### src/rtl/uart_tx_fifo.sv
// ---------------------------------------------------------------------------
// uart_tx_fifo
//   8N1 UART transmitter fed by a small circular byte FIFO. Upstream pushes
//   bytes with a VALID/READY handshake; the FSM pops them and serialises
//   each one as start bit, 8 data bits LSB-first, stop bit. Queued bytes go
//   out back-to-back with no idle gap between frames.
//
// Parameters
//   BIT_RATE    line bit rate in bits/s
//   CLK_HZ      clk_i frequency in Hz (CLK_HZ/BIT_RATE must be >= 2)
//   FIFO_DEPTH  FIFO entries, power of two, >= 2
//
// Ports
//   clk_i    system clock, all state updates on the rising edge
//   rst_i    asynchronous active-high reset; flushes FIFO, abandons frame
//   data_i   byte to transmit
//   valid_i  data_i valid; accepted on an edge where valid_i && ready_o
//   ready_o  FIFO not full; decoded from registers only
//   tx_o     serial line, idle high, driven from a flop
//   busy_o   high while a frame is on the line
//   count_o  bytes waiting in the FIFO (excludes the byte being shifted)
// ---------------------------------------------------------------------------
module uart_tx_fifo #(
  parameter int BIT_RATE   = 9600,
  parameter int CLK_HZ     = 12_000_000,
  parameter int FIFO_DEPTH = 4
) (
  input  logic                          clk_i,
  input  logic                          rst_i,
  input  logic [7:0]                    data_i,
  input  logic                          valid_i,
  output logic                          ready_o,
  output logic                          tx_o,
  output logic                          busy_o,
  output logic [$clog2(FIFO_DEPTH):0]   count_o
);

  localparam int CLK_PER_BIT = CLK_HZ / BIT_RATE;
  localparam int CW          = $clog2(CLK_PER_BIT) + 1;
  localparam int AW          = $clog2(FIFO_DEPTH);

  localparam logic [CW-1:0] BIT_LAST = CW'(CLK_PER_BIT - 1);
  localparam logic [CW-1:0] CNT_ONE  = CW'(1);
  localparam logic [CW-1:0] CNT_ZERO = CW'(0);
  localparam logic [AW-1:0] PTR_ONE  = AW'(1);
  localparam logic [AW-1:0] PTR_ZERO = AW'(0);
  localparam logic [AW:0]   FILL_ONE  = (AW+1)'(1);
  localparam logic [AW:0]   FILL_ZERO = (AW+1)'(0);
  localparam logic [AW:0]   FILL_FULL = (AW+1)'(FIFO_DEPTH);

  if (CLK_PER_BIT < 2) begin : g_bad_rate
    $error("uart_tx_fifo: CLK_HZ/BIT_RATE must be at least 2");
  end
  if ((FIFO_DEPTH < 2) || ((FIFO_DEPTH & (FIFO_DEPTH - 1)) != 0)) begin : g_bad_depth
    $error("uart_tx_fifo: FIFO_DEPTH must be a power of two and at least 2");
  end

  typedef enum logic [1:0] {
    ST_IDLE  = 2'd0,
    ST_START = 2'd1,
    ST_DATA  = 2'd2,
    ST_STOP  = 2'd3
  } state_e;

  state_e         state_q, state_d;
  logic           tx_q, tx_d;
  logic           busy_q, busy_d;
  logic [7:0]     shift_q, shift_d;
  logic [CW-1:0]  bit_cnt_q, bit_cnt_d;
  logic [2:0]     bit_idx_q, bit_idx_d;
  logic [AW-1:0]  wr_ptr_q, wr_ptr_d;
  logic [AW-1:0]  rd_ptr_q, rd_ptr_d;
  logic [AW:0]    count_q, count_d;
  logic [7:0]     mem_q [FIFO_DEPTH];

  logic           ready_s;
  logic           push_s;
  logic           pop_s;
  logic           bit_end_s;
  logic           fifo_empty_s;
  logic [7:0]     head_s;

  assign ready_s      = (count_q != FILL_FULL);
  assign push_s       = valid_i && ready_s;
  assign fifo_empty_s = (count_q == FILL_ZERO);
  assign bit_end_s    = (bit_cnt_q == BIT_LAST);
  assign head_s       = mem_q[rd_ptr_q];

  assign ready_o = ready_s;
  assign tx_o    = tx_q;
  assign busy_o  = busy_q;
  assign count_o = count_q;

  // Frame sequencer: next state, bit timing, shift register and next TX level.
  // tx_d is the level the line takes from the coming edge, so the line flop
  // already shows the start bit on the edge that pops the byte.
  always_comb begin
    state_d   = state_q;
    tx_d      = 1'b1;
    shift_d   = shift_q;
    bit_cnt_d = bit_cnt_q;
    bit_idx_d = bit_idx_q;
    pop_s     = 1'b0;
    case (state_q)
      ST_IDLE: begin
        if (!fifo_empty_s) begin
          pop_s     = 1'b1;
          shift_d   = head_s;
          bit_cnt_d = CNT_ZERO;
          state_d   = ST_START;
          tx_d      = 1'b0;
        end else begin
          bit_cnt_d = CNT_ZERO;
          tx_d      = 1'b1;
        end
      end
      ST_START: begin
        if (bit_end_s) begin
          bit_cnt_d = CNT_ZERO;
          bit_idx_d = 3'd0;
          state_d   = ST_DATA;
          tx_d      = shift_q[0];
        end else begin
          bit_cnt_d = bit_cnt_q + CNT_ONE;
          tx_d      = 1'b0;
        end
      end
      ST_DATA: begin
        if (bit_end_s) begin
          bit_cnt_d = CNT_ZERO;
          shift_d   = {1'b0, shift_q[7:1]};
          if (bit_idx_q == 3'd7) begin
            bit_idx_d = 3'd0;
            state_d   = ST_STOP;
            tx_d      = 1'b1;
          end else begin
            // Next data bit is the one about to land in shift_q[0].
            bit_idx_d = bit_idx_q + 3'd1;
            tx_d      = shift_q[1];
          end
        end else begin
          bit_cnt_d = bit_cnt_q + CNT_ONE;
          tx_d      = shift_q[0];
        end
      end
      ST_STOP: begin
        if (bit_end_s) begin
          bit_cnt_d = CNT_ZERO;
          if (!fifo_empty_s) begin
            // Chain straight into the next frame without an idle bit.
            pop_s   = 1'b1;
            shift_d = head_s;
            state_d = ST_START;
            tx_d    = 1'b0;
          end else begin
            state_d = ST_IDLE;
            tx_d    = 1'b1;
          end
        end else begin
          bit_cnt_d = bit_cnt_q + CNT_ONE;
          tx_d      = 1'b1;
        end
      end
      default: begin
        state_d   = ST_IDLE;
        bit_cnt_d = CNT_ZERO;
        bit_idx_d = 3'd0;
        tx_d      = 1'b1;
      end
    endcase
    busy_d = (state_d != ST_IDLE);
  end

  // FIFO bookkeeping: pointer advance and occupancy for push, pop or both.
  always_comb begin
    wr_ptr_d = wr_ptr_q;
    rd_ptr_d = rd_ptr_q;
    count_d  = count_q;
    if (push_s) begin
      wr_ptr_d = wr_ptr_q + PTR_ONE;
    end else begin
      wr_ptr_d = wr_ptr_q;
    end
    if (pop_s) begin
      rd_ptr_d = rd_ptr_q + PTR_ONE;
    end else begin
      rd_ptr_d = rd_ptr_q;
    end
    case ({push_s, pop_s})
      2'b10:   count_d = count_q + FILL_ONE;
      2'b01:   count_d = count_q - FILL_ONE;
      default: count_d = count_q;
    endcase
  end

  // Control and line registers; reset abandons any frame in flight.
  always_ff @(posedge clk_i or posedge rst_i) begin
    if (rst_i) begin
      state_q   <= ST_IDLE;
      tx_q      <= 1'b1;
      busy_q    <= 1'b0;
      shift_q   <= 8'h00;
      bit_cnt_q <= CNT_ZERO;
      bit_idx_q <= 3'd0;
      wr_ptr_q  <= PTR_ZERO;
      rd_ptr_q  <= PTR_ZERO;
      count_q   <= FILL_ZERO;
    end else begin
      state_q   <= state_d;
      tx_q      <= tx_d;
      busy_q    <= busy_d;
      shift_q   <= shift_d;
      bit_cnt_q <= bit_cnt_d;
      bit_idx_q <= bit_idx_d;
      wr_ptr_q  <= wr_ptr_d;
      rd_ptr_q  <= rd_ptr_d;
      count_q   <= count_d;
    end
  end

  // FIFO storage; cleared on reset so no stale byte can ever be observed.
  always_ff @(posedge clk_i or posedge rst_i) begin
    if (rst_i) begin
      for (int i = 0; i < FIFO_DEPTH; i++) begin
        mem_q[i] <= 8'h00;
      end
    end else if (push_s) begin
      mem_q[wr_ptr_q] <= data_i;
    end
  end

endmodule

### config.mk
export PLATFORM = sky130hd
export DESIGN_NAME = uart_tx_fifo
export DESIGN_NICKNAME = d
export VERILOG_FILES = /design/src/rtl/uart_tx_fifo.sv
export SDC_FILE = /design/constraint.sdc
export NUM_CORES = 1
export LEC_CHECK = 0
export CORE_MARGIN = 2
export CORE_UTILIZATION = 50
export DETAILED_ROUTE_END_ITERATION = 8
export PLACE_DENSITY = 0.71
export SYNTH_ARGS = -nofsm -noshare
export SYNTH_HDL_FRONTEND = slang
export SYNTH_SLANG_ARGS = --single-unit
### constraint.sdc
create_clock -name clk_i -period 2.9 [get_ports clk_i]
set_input_delay 0.58 -clock clk_i [delete_from_list [all_inputs] [get_ports clk_i]]
set_output_delay 0.58 -clock clk_i [all_outputs]
set_load 0.1 [all_outputs]
==> results by group, run 1 <==
Synth
  • Ys async rst share: between 90% and 100%
  • Post-synth EDFFs: 0
  • Library cells used by synthesis: 46
  • Synth Area in XOR/XNOR: 4.262%
  • Main synth FF type: dfrtp_1
  • Post-synth net total: roughly 280
  • Syn Area/Cell: roughly 13 um^2
  • Synth Area in Compound Gates: a little over 5%
  • Ys Warns: 0
  • Post-synthesis mux area share: 22.53%
  • Simple-Gate Fraction of Synth Area: just under 10%
  • Largest family of logic cells by synthesized area: multiplexers
  • Syn Inst Count: between 200 and 300
  • Post-synth top area share: between 40% and 50%
  • Cell taking the most area after synthesis: dfrtp_1
  • Number of synthesized register bits: 66
  • Area contributors post-synth: dfrtp_1, mux2_2, mux4_2, ha_1, xor2_1
  • Post-synthesis adder-cell area fraction: 5.936%
  • Mapped Area: 3288 um^2
  • Post-synthesis sequential area ratio: between 50% and 60%

Timing
  • Hold Vio Cnt, Final: 0
  • RSZ-0062 raised after global routing: no
  • Worst hold margin: ~480 ps
  • Maximum clock rate: a little over 0.4 GHz
  • Final setup vio count: 0
  • Skew final: 8.094 ps
  • Relative slew slack: 57.98%
  • Max-slew violation count: 0
  • Setup TNS Final: 0 ps
  • Worst slew pin tran: ~630 ps
  • Fin crit share: between 80% and 90%
  • Fin crit period: roughly 2500 ps

Placed design
  • Gp weighted congestion: just under 0.8
  • Area after DPL: approximately 3500 um^2
  • Final HPWL from detailed placement: 4063 um
  • Port buffer count: 16

Route
  • Residual DRC: 0
  • Antenna viol nets, final: 0
  • DR vias/cell: 5.611
  • Vias after detailed routing: around 2000
  • Total Wirelength: about 6000 um
  • DRT Pass-1 Iters: 4
  • Wire per inst: between 15 and 20 um
  • Initial DRC Count: roughly 110

Finish
  • Area grow syn2layout: 14.46%
  • Ant. Diodes: 0
  • Post-route cell area: 3764 um^2
  • Nets: 299
  • Layout cells sized above 1: roughly a third

Pwr
  • Worst VDD drop: 0.0008432 V
  • Static leakage: roughly 1.7 nW
  • Pwr/cell area: about 1100 nW/um^2
  • PnR Total Power: 4.209 mW

GRT
  • Gr ovfl total: 0
  • GRT Total Usage: roughly a fifth
  • First-pass GRT wire length: around 10000 um
  • Vias in the first global route: roughly 2000
  • Initial antenna violation count: 0
  • Largest net degree at the start of global routing: 48

Clock tree
  • Post-CTS Resized: 0
  • H-tree levels: 3
  • Setup bufs post-CTS: 0
  • Clk_lat worst skew: around 350 ps
  • TritonCTS Buffers: 9
  • CTS tree: yes
  • Post-CTS Hold Buffers: 0
  • Maximum buffer depth of the clock tree: 2
  • CTS clock-pin slew for the worst setup and hold paths: about 70 ps
  • Clk root buf: clkbuf_8
  • CTS Sinks: 66

Floorplan
  • Core area: 6350 um^2
  • DIE AREA: 7241 um^2
  • Die Wd: ~85 um
  • Num ports: 17
  • Starting Density: 51.78%
  • Die Ht: approximately 85 um
  • Floorplan row count: 29

Critical path
  • Req. time, crit path: 3170 ps
  • Crit path kind: reg -> reg
  • Arr. time, crit path: around 2700 ps
  • Worst setup SP type: flip-flop
  • CP Capture Type: flip-flop
  • CP max FO: 6

Status
  • Status: finished, final reports clean

Worst hold path
  • Min-delay worst type: reg -> reg

Job
  • Max cap viols: 0
-- synth_stat cells, types with 2 or more instances --
cell / number
a211oi_1: 2
a21oi_1: 3
and2_1: 3
clkbuf_1: 7
dfrtp_1: 65
ha_1: 14
inv_1: 10
mux2_2: 48
mux2i_1: 2
mux4_2: 8
nand2_1: 11
nand3_1: 5
nand4_1: 3
nor2_1: 17
nor3_1: 4
o21a_1: 2
o21ai_0: 5
xnor2_1: 3
xor2_1: 13
-- final timing paths --
path                         startpoint             to  slack, ps  cells past startpoint
setup / recovery           bit_cnt_q[2]     count_o[2]        440                      9
setup reg to reg           bit_cnt_q[2]     count_o[2]        440                      9
hold reg to reg            bit_cnt_q[0]   bit_cnt_q[0]        480                      1
min in group asynchronous         rst_i  bit_cnt_q[11]        560                      2
max in group asynchronous         rst_i      mem_q[27]       1750                      3
hold / removal             bit_cnt_q[0]   bit_cnt_q[0]        480                      1
-- through the flow --
| stage | worst slack [ps] | util [%] | instances |
|---|---|---|---|
| 2_1_floorplan | 153.1 | - | 252 |
| 3_3_place_gp | 516.9 | 55.53 | 339 |
| 5_1_grt | 155.5 | 59.27 | 355 |
| 4_1_cts | 406.0 | 59.27 | 355 |
| 6_report | 437.0 | 59.27 | 355 |
| 3_5_place_dp | 428.8 | 55.53 | 339 |
-- worst max-delay path: stages (launching register included) --
cell and delay (ps):
dfrtp_1 460, nor4b_4 350, a41oi_1 190, nor3_1 310, ha_1 240, inv_1 60
fa_1 360, xor2_1 150, nor2_1 110, xor2_1 160
-- placed cells by master (no fill, tap or decap), drive strengths merged, types with 2 or more instances in the layout --
master         Yosys  final
o21a               2      2
a211oi             2      2
nand2             11     11
xnor2              3      3
and3               2      2
nand4              3      3
clkdlybuf4s50      0     10
a21oi              3      3
buf                1      8
ha                14     14
nor4b              2      2
and4               2      2
nor3               4      4
mux2              48     48
nor2              17     17
o21ai              5      5
mux2i              2      2
dfrtp             65     65
inv               11     11
clkbuf             7     12
mux4               8      8
and2               3      3
nand3              6      6
xor2              13     13
bufinv             0      2
-- registers in the layout, indices dropped and copies added, names as in the netlist, 2 cells and up --
| name | cells |
|---|---|
| mem_q | 32 |
| bit_cnt_q | 12 |
| bit_idx_q | 3 |
| state_q | 2 |
| count_o | 3 |
| rd_ptr_q | 2 |
| wr_ptr_q | 2 |
| shift_q | 8 |
-- per-layer routing --
metal,GRT usage (%),vias up,part of all wire (%)
met5,0,-,0
li1,-,943,-
met1,24.71,1000,46
met2,29.33,40,48
met3,5.350,9,3.8
met4,8.514,0,1.7
-- cell type report --
cell class | count | area, um^2
sequential | 66 | 1653
tap | 77 | 96.34
inverter | 11 | 41.29
clock buffer | 12 | 165.2
timing repair buffer | 18 | 172.7
fill | 509 | 2586
multi-input combinational | 167 | 1563
clock inverter | 4 | 72.57
-- power by group --
| part | switching [mW] | internal, mW |
|---|---|---|
| Clock | 0.357 | 0.553 |
| Combinational | 0.835 | 0.834 |
| Sequential | 0.318 | 1.31 |
-- cells by family (layout without fill, tap and decap cells) --
group	Yosys count	count (layout)
flops	66	66
mux	58	58
simple gates	57	57
compound gates	21	21
buf+inv	19	45
xor+xnor	16	16
fa+ha+maj	15	15
(Power assumes the default switching activity.)
==> inputs of run 2 (changes only) <==
==> constraint.sdc (replaced) <==
create_clock -name clk_i -period 2.5 [get_ports clk_i]
set_input_delay 0.5 -clock clk_i [delete_from_list [all_inputs] [get_ports clk_i]]
set_output_delay 0.5 -clock clk_i [all_outputs]
set_load 0.1 [all_outputs]
==> results by group, run 2 (synthesis results as in run 1) <==
Status
  • Status: finished, final reports clean (unchanged)

Clock tree
  • H-tree levels: 3 (unchanged)
  • Post-CTS Hold Buffers: 0 (unchanged)
  • CTS clock-pin slew for the worst setup and hold paths: 70 ps (about the same)
  • CTS tree: yes (unchanged)
  • Maximum buffer depth of the clock tree: 2 (unchanged)
  • TritonCTS Buffers: 9 (unchanged)
  • Clk root buf: clkbuf_8 (unchanged)
  • CTS Sinks: 66 (unchanged)
  • Clk_lat worst skew: 340 ps (was 350 ps)

Placed design
  • Gp weighted congestion: 0.7422 (was 0.7819)
  • Placed instance count: 348 (was 339)
  • Port buffer count: 16 (unchanged)
  • Area after DPL: 3597 um^2 (was 3526 um^2)
  • Final HPWL from detailed placement: 3823 um (was 4063 um)

Floorplan
  • Die Ht: 85.10 um (unchanged)
  • DIE AREA: 7241 um^2 (unchanged)
  • Core area: 6350 um^2 (unchanged)
  • Die Wd: 85.10 um (unchanged)
  • Floorplan row count: 29 (unchanged)
  • Starting Density: 51.78% (unchanged)
  • Num ports: 17 (unchanged)

Pwr
  • Static leakage: 1.712 nW (was 1.658 nW)
  • Pwr/cell area: 1282 nW/um^2 (was 1118 nW/um^2)
  • Clock share of power: 21.8% (was 21.6%)
  • PnR Total Power: 4.973 mW (was 4.209 mW)
  • Sw Pwr: 1.751 mW (was 1.510 mW)
  • Sw frac: 35.21% (was 35.88%)
  • Seq pwr share: 36.7% (was 38.7%)
  • Comb power frac: 41.4% (was 39.6%)
  • Worst VDD drop: 0.0008858 V (was 0.0008432 V)
  • Internal: 3.222 mW (was 2.698 mW)

Finish
  • Post-route cell area: 3879 um^2 (was 3764 um^2)
  • Final Non-Filler Cells: 367 (was 355)
  • Area grow syn2layout: 17.96% (was 14.46%)
  • Multi-input gate area: 1579 um^2 (was 1563 um^2)
  • Layout cells sized above 1: 37.24% (was 32.37%)
  • Register area: 1657 um^2 (was 1653 um^2)
  • Filler Cell Count: 492 (was 509)
  • Biggest register: mem_q (unchanged)
  • Nets: 311 (was 299)
  • Commonest non-fill, non-tap cell in the layout: dfrtp_1 (unchanged)
  • Top Registers: mem_q: 32 flops, bit_cnt_q: 12 flops, shift_q: 8 flops (unchanged)
  • Post-Route Utilization: 61.08% (was 59.27%)
  • Max reg flops: 32 (unchanged)
  • Ant. Diodes: 0 (unchanged)
  • Commonest cells after routing, fill and taps aside: dfrtp_1, mux2_2, buf_4 (was dfrtp_1, mux2_2, nor2_1)

Timing
  • Worst hold margin: 493.3 ps (was 483.9 ps)
  • Relative slew slack: 64.48% (was 57.98%)
  • Skew final: 11.93 ps (was 8.094 ps)
  • Fin crit period: 2355 ps (was 2463 ps)
  • Fin crit share: 94.21% (was 84.93%)
  • Maximum clock rate: 0.4246 GHz (was 0.4060 GHz)
  • Final setup vio count: 0 (unchanged)
  • Max-slew violation count: 0 (unchanged)
  • Worst slew pin tran: 532.8 ps (was 630.2 ps)
  • Hold Vio Cnt, Final: 0 (unchanged)

Worst hold path
  • Hold path endpoint: bit_cnt_q[0] (unchanged)
  • Hold Path Stages: 1 (unchanged)
  • Hold wc startpoint: bit_cnt_q[0] (unchanged)
  • Min-delay worst type: reg -> reg (unchanged)

Critical path
  • CP Capture Type: flip-flop (unchanged)
  • CP max FO: 3 (was 6)
  • Worst setup SP type: flip-flop (unchanged)
  • Reg-to-Reg End: count_o[2] (unchanged)
  • Crit path cell chain: inv_1, ha_1, and4b_2, a41oi_2, nor3_2, ha_2, inv_1, fa_1, xor2_1, nor2_1, xor2_1 (was nor4b_4, a41oi_1, nor3_1, ha_1, inv_1, fa_1, xor2_1, nor2_1, xor2_1)
  • FF-to-FF Start: bit_cnt_q[1] (was bit_cnt_q[2])
  • Slowest cell on the critical path: dfrtp_1 (unchanged)
  • Worst R2R Setup Slack: 140 ps (was 440 ps)
  • Req. time, crit path: 2760 ps (was 3170 ps)
  • R2R depth: 11 (was 9)
  • Crit path kind: reg -> reg (unchanged)
  • Arr. time, crit path: 2610 ps (was 2740 ps)
  • Slowest stage delay, CP: 390 ps (was 460 ps)

Route
  • Residual DRC: 0 (unchanged)
  • Vias after detailed routing: 2032 (was 1992)
  • Antenna viol nets, final: 0 (unchanged)
  • Wire per inst: 15.99 um (was 16.94 um)
  • DR vias/cell: 5.537 (was 5.611)
  • DRT Pass-1 Iters: 5 (was 4)
  • Initial DRC Count: 79 (was 105)
  • Total Wirelength: 5868 um (was 6015 um)

Job
  • Max cap viols: 0 (unchanged)

GRT
  • GRT Total Usage: 17.78% (was 18.86%)
  • Initial antenna violation count: 0 (unchanged)
  • Largest net degree at the start of global routing: 67 (was 48)
  • First-pass GRT wire length: 10020 um (was 10330 um)
  • Gr ovfl total: 0 (unchanged)
  • Vias in the first global route: 2066 (was 2056)
[run 2: what timing repair did]
| action | in CTS | in global routing |
|---|---|---|
| resized for setup | 0 | 4 |
| buffers inserted | 0 | 3 |
| setup endpoints to repair | 0 | 1 |
[run 2: cell type report]
cell class              instances  area share, %
inverters                      11          1.065
repair buffers                 30          6.774
well taps                      77          2.484
flip-flops and latches         66          42.71
clock buffers                  10          3.290
multi-input cells             167          40.71
clock inverters                 6          2.968
[run 2: worst max-delay path, delay by kind of cell (launching register included)]
kind | cells | cell delay [ps]
fa+ha+maj | 3 | 710
flops | 1 | 390
simple gates | 3 | 640
xor+xnor | 2 | 300
buf+inv | 2 | 110
compound gates | 1 | 150
[run 2: stage by stage]
| stage | setup TNS (ps) | setup slack, ps |
|---|---|---|
| after CTS | 0 | 47.65 |
| after global placement | 0 | 166.7 |
| after global routing | -23.88 | -23.88 |
| after floorplan | 0 | 34.92 |
| final | 0 | 144.8 |
| after detailed placement | 0 | 66.38 |
[run 2: power groups by stage]
stage / Sequential, mW / Clock [mW] / Combinational [mW]
floorplan: 2.01 / 0 / 1.41
CTS: 1.83 / 1.11 / 2.05
finish: 1.83 / 1.09 / 2.06
global route: 1.89 / 1.15 / 2.24
detailed placement: 1.85 / 0 / 2.04
global placement: 1.82 / 0 / 2.00
[run 2: layer usage]
layer	share of wire (%)	track usage, %	wire [um]	up-vias
li1	-	-	-	971
met1	48	24.61	2824	1019
met2	47	27.49	2775	34
met3	2.8	3.307	162	8
met4	1.8	7.937	106	0
met5	0	0	0	-
[run 2: worst max-delay path by stage]
stage,startpoint,to,slack (ps),cells past startpoint
4_1_cts,bit_cnt_q[1],count_o[2],50,11
3_5_place_dp,bit_cnt_q[1],count_o[2],70,11
6_report,bit_cnt_q[1],count_o[2],140,11
3_3_place_gp,bit_cnt_q[1],count_o[2],170,11
2_1_floorplan,count_o[2],count_o[2],30,9
5_1_grt,bit_cnt_q[1],count_o[2],-20,11
==> inputs of run 3 (changes only) <==
--- a/config.mk
+++ b/config.mk
@@ -8,7 +8,7 @@
 export CORE_MARGIN = 2
 export CORE_UTILIZATION = 50
 export DETAILED_ROUTE_END_ITERATION = 8
-export PLACE_DENSITY = 0.71
+export PLACE_DENSITY = 0.67
 export SYNTH_ARGS = -nofsm -noshare
 export SYNTH_HDL_FRONTEND = slang
 export SYNTH_SLANG_ARGS = --single-unit
==> results by group, run 3 (synthesis results as in run 1) <==
Pwr
  • Sw frac: 37.19% (was 35.21%)
  • Internal: 2.931 mW (was 3.222 mW)
  • Comb power frac: 43.8% (was 41.4%)
  • Clock share of power: 16.9% (was 21.8%)
  • Worst VDD drop: 0.0008362 V (was 0.0008858 V)
  • Pwr/cell area: 1228 nW/um^2 (was 1282 nW/um^2)
  • Static leakage: 1.675 nW (was 1.712 nW)
  • Sw Pwr: 1.736 mW (was 1.751 mW)
  • Seq pwr share: 39.3% (was 36.7%)

Critical path
  • Req. time, crit path: 2760 ps (about the same)
  • Worst setup SP type: flip-flop (unchanged)
  • Worst R2R Setup Slack: 100 ps (was 140 ps)
  • CP Capture Type: flip-flop (unchanged)
  • Reg-to-Reg End: count_o[2] (unchanged)
  • R2R depth: 11 (unchanged)
  • CP max FO: 3 (unchanged)
  • FF-to-FF Start: bit_cnt_q[1] (unchanged)
  • Crit path kind: reg -> reg (unchanged)
  • Arr. time, crit path: 2660 ps (was 2610 ps)

Timing
  • Max-slew violation count: 0 (unchanged)
  • Fin crit period: 2400 ps (was 2355 ps)
  • Relative slew slack: 65.44% (was 64.48%)
  • Fin crit share: 95.99% (was 94.21%)
  • Final setup margin: 100.2 ps (was 144.8 ps)
  • Skew final: 10.49 ps (was 11.93 ps)
  • RSZ-0062 raised after global routing: yes
  • Final setup vio count: 0 (unchanged)
  • Maximum clock rate: 0.4167 GHz (was 0.4246 GHz)
  • Worst slew pin tran: 517.7 ps (was 532.8 ps)
  • Hold Vio Cnt, Final: 0 (unchanged)
  • Worst hold margin: 486.9 ps (was 493.3 ps)

Clock tree
  • Clk_lat worst skew: 340 ps (about the same)
  • Maximum buffer depth of the clock tree: 2 (unchanged)
  • CTS tree: yes (unchanged)
  • CTS clock-pin slew for the worst setup and hold paths: 70 ps (about the same)
  • Clk root buf: clkbuf_8 (unchanged)
  • CTS Sinks: 66 (unchanged)
  • H-tree levels: 3 (unchanged)
  • Post-CTS Hold Buffers: 0 (unchanged)
  • TritonCTS Buffers: 9 (unchanged)

Placed design
  • Area after DPL: 3582 um^2 (was 3597 um^2)
  • Port buffer count: 16 (unchanged)
  • DP Worst Slack: 53.61 ps (was 66.38 ps)
  • Final HPWL from detailed placement: 4012 um (was 3823 um)
  • Gp weighted congestion: 0.7634 (was 0.7422)

Worst hold path
  • Hold Path Stages: 1 (unchanged)
  • Hold path endpoint: bit_cnt_q[0] (unchanged)
  • Min-delay worst type: reg -> reg (unchanged)
  • Hold wc startpoint: bit_cnt_q[0] (unchanged)

Route
  • Antenna viol nets, final: 0 (unchanged)
  • Wire per inst: 16.54 um (was 15.99 um)
  • DR vias/cell: 5.581 (was 5.537)
  • DRT Pass-1 Iters: 4 (was 5)
  • Initial DRC Count: 66 (was 79)
  • Residual DRC: 0 (unchanged)
  • Total Wirelength: 6037 um (was 5868 um)
  • Vias after detailed routing: 2037 (was 2032)

Floorplan
  • Die Ht: 85.10 um (unchanged)
  • Starting Density: 51.78% (unchanged)
  • Floorplan row count: 29 (unchanged)
  • Die Wd: 85.10 um (unchanged)
  • Core area: 6350 um^2 (unchanged)
  • DIE AREA: 7241 um^2 (unchanged)
  • Num ports: 17 (unchanged)

Finish
  • Biggest register: mem_q (unchanged)
  • Area grow syn2layout: 15.60% (was 17.96%)
  • Layout cells sized above 1: 38.19% (was 37.24%)
  • Ant. Diodes: 0 (unchanged)
  • Commonest non-fill, non-tap cell in the layout: dfrtp_1 (unchanged)
  • Commonest cells after routing, fill and taps aside: dfrtp_1, mux2_2, nor2_1, buf_4 (was dfrtp_1, mux2_2, buf_4)
  • Nets: 309 (was 311)
  • Max reg flops: 32 (unchanged)
  • Post-route cell area: 3801 um^2 (was 3879 um^2)
  • Top Registers: mem_q: 32 flops, bit_cnt_q: 12 flops, shift_q: 8 flops (unchanged)
  • Post-Route Utilization: 59.86% (was 61.08%)

GRT
  • Gr ovfl total: 0 (unchanged)
  • First-pass GRT wire length: 10160 um (was 10020 um)
  • Vias in the first global route: 2070 (was 2066)
  • Initial antenna violation count: 0 (unchanged)
  • Largest net degree at the start of global routing: 28 (was 67)
  • GRT Total Usage: 18.31% (was 17.78%)

Status
  • Status: finished, final reports clean (unchanged)

Job
  • Max cap viols: 0 (unchanged)
[run 3: changes by cell type in the layout (fill, tap and decap cells not counted), sizes merged]
cell,change
bufinv,-3
clkbuf,+1
clkinv,+1
buf,-2
clkinvlp,+1
[run 3: how the worst max path moves through the flow]
stage / slack (ps) / start / end
3_3_place_gp: 150 / bit_cnt_q[1] / count_o[2]
4_1_cts: 60 / bit_cnt_q[1] / count_o[2]
3_5_place_dp: 50 / bit_cnt_q[1] / count_o[2]
6_report: 100 / bit_cnt_q[1] / count_o[2]
2_1_floorplan: 30 / count_o[2] / count_o[2]
5_1_grt: -20 / bit_cnt_q[1] / count_o[2]
[run 3: power groups by stage]
stage          registers [mW]  clock network, mW  logic, mW
6_report                 1.83              0.787       2.05
5_1_grt                  1.90              0.854       2.22
4_1_cts                  1.83              0.807       2.04
3_5_place_dp             1.85                  0       2.02
3_3_place_gp             1.84                  0       1.99
2_1_floorplan            2.01                  0       1.41
[run 3: what timing repair did]
action / 4_1_cts / 5_1_grt
gates resized for setup: 1 / 7
pin swaps: 0 / 5
buffers inserted: 0 / 3
endpoints found under the setup margin: 1 / 1
[run 3: routing by layer]
layer  vias up  global-route usage (%)  share of wire (%)
li1        966                       -                  -
met1      1027                   25.83                 48
met2        37                   27.70                 47
met3         7                   4.864                3.6
met4         0                   6.205                1.2
met5         -                       0                  0
[run 3: stage by stage]
stage          setup TNS, ps  total power, mW  instances
6_report                   0            4.666        365
3_5_place_dp               0            3.873        346
3_3_place_gp               0            3.822        346
5_1_grt               -19.32            4.972        365
4_1_cts                    0            4.679        362
2_1_floorplan              0            3.423        252
[run 3: final cells by class]
| cell class | instances | area, um^2 |
|---|---|---|
| Sequential cell | 66 | 1658 |
| Clock buffer | 11 | 141.4 |
| Tap cell | 77 | 96.34 |
| Multi-Input combinational cell | 167 | 1587 |
| Fill cell | 510 | 2549 |
| Inverter | 11 | 41.29 |
| Clock inverter | 5 | 30.03 |
| Timing Repair Buffer | 28 | 247.7 |
[run 3: critical path, cell delays in order, from the launching register on]
cell and delay, ps:
dfrtp_1 390, inv_1 60, ha_1 120, and4b_2 290, a41oi_2 180, nor3_2 280
ha_2 230, inv_2 40, fa_2 320, xor2_1 140, nor2_1 130, xor2_1 150
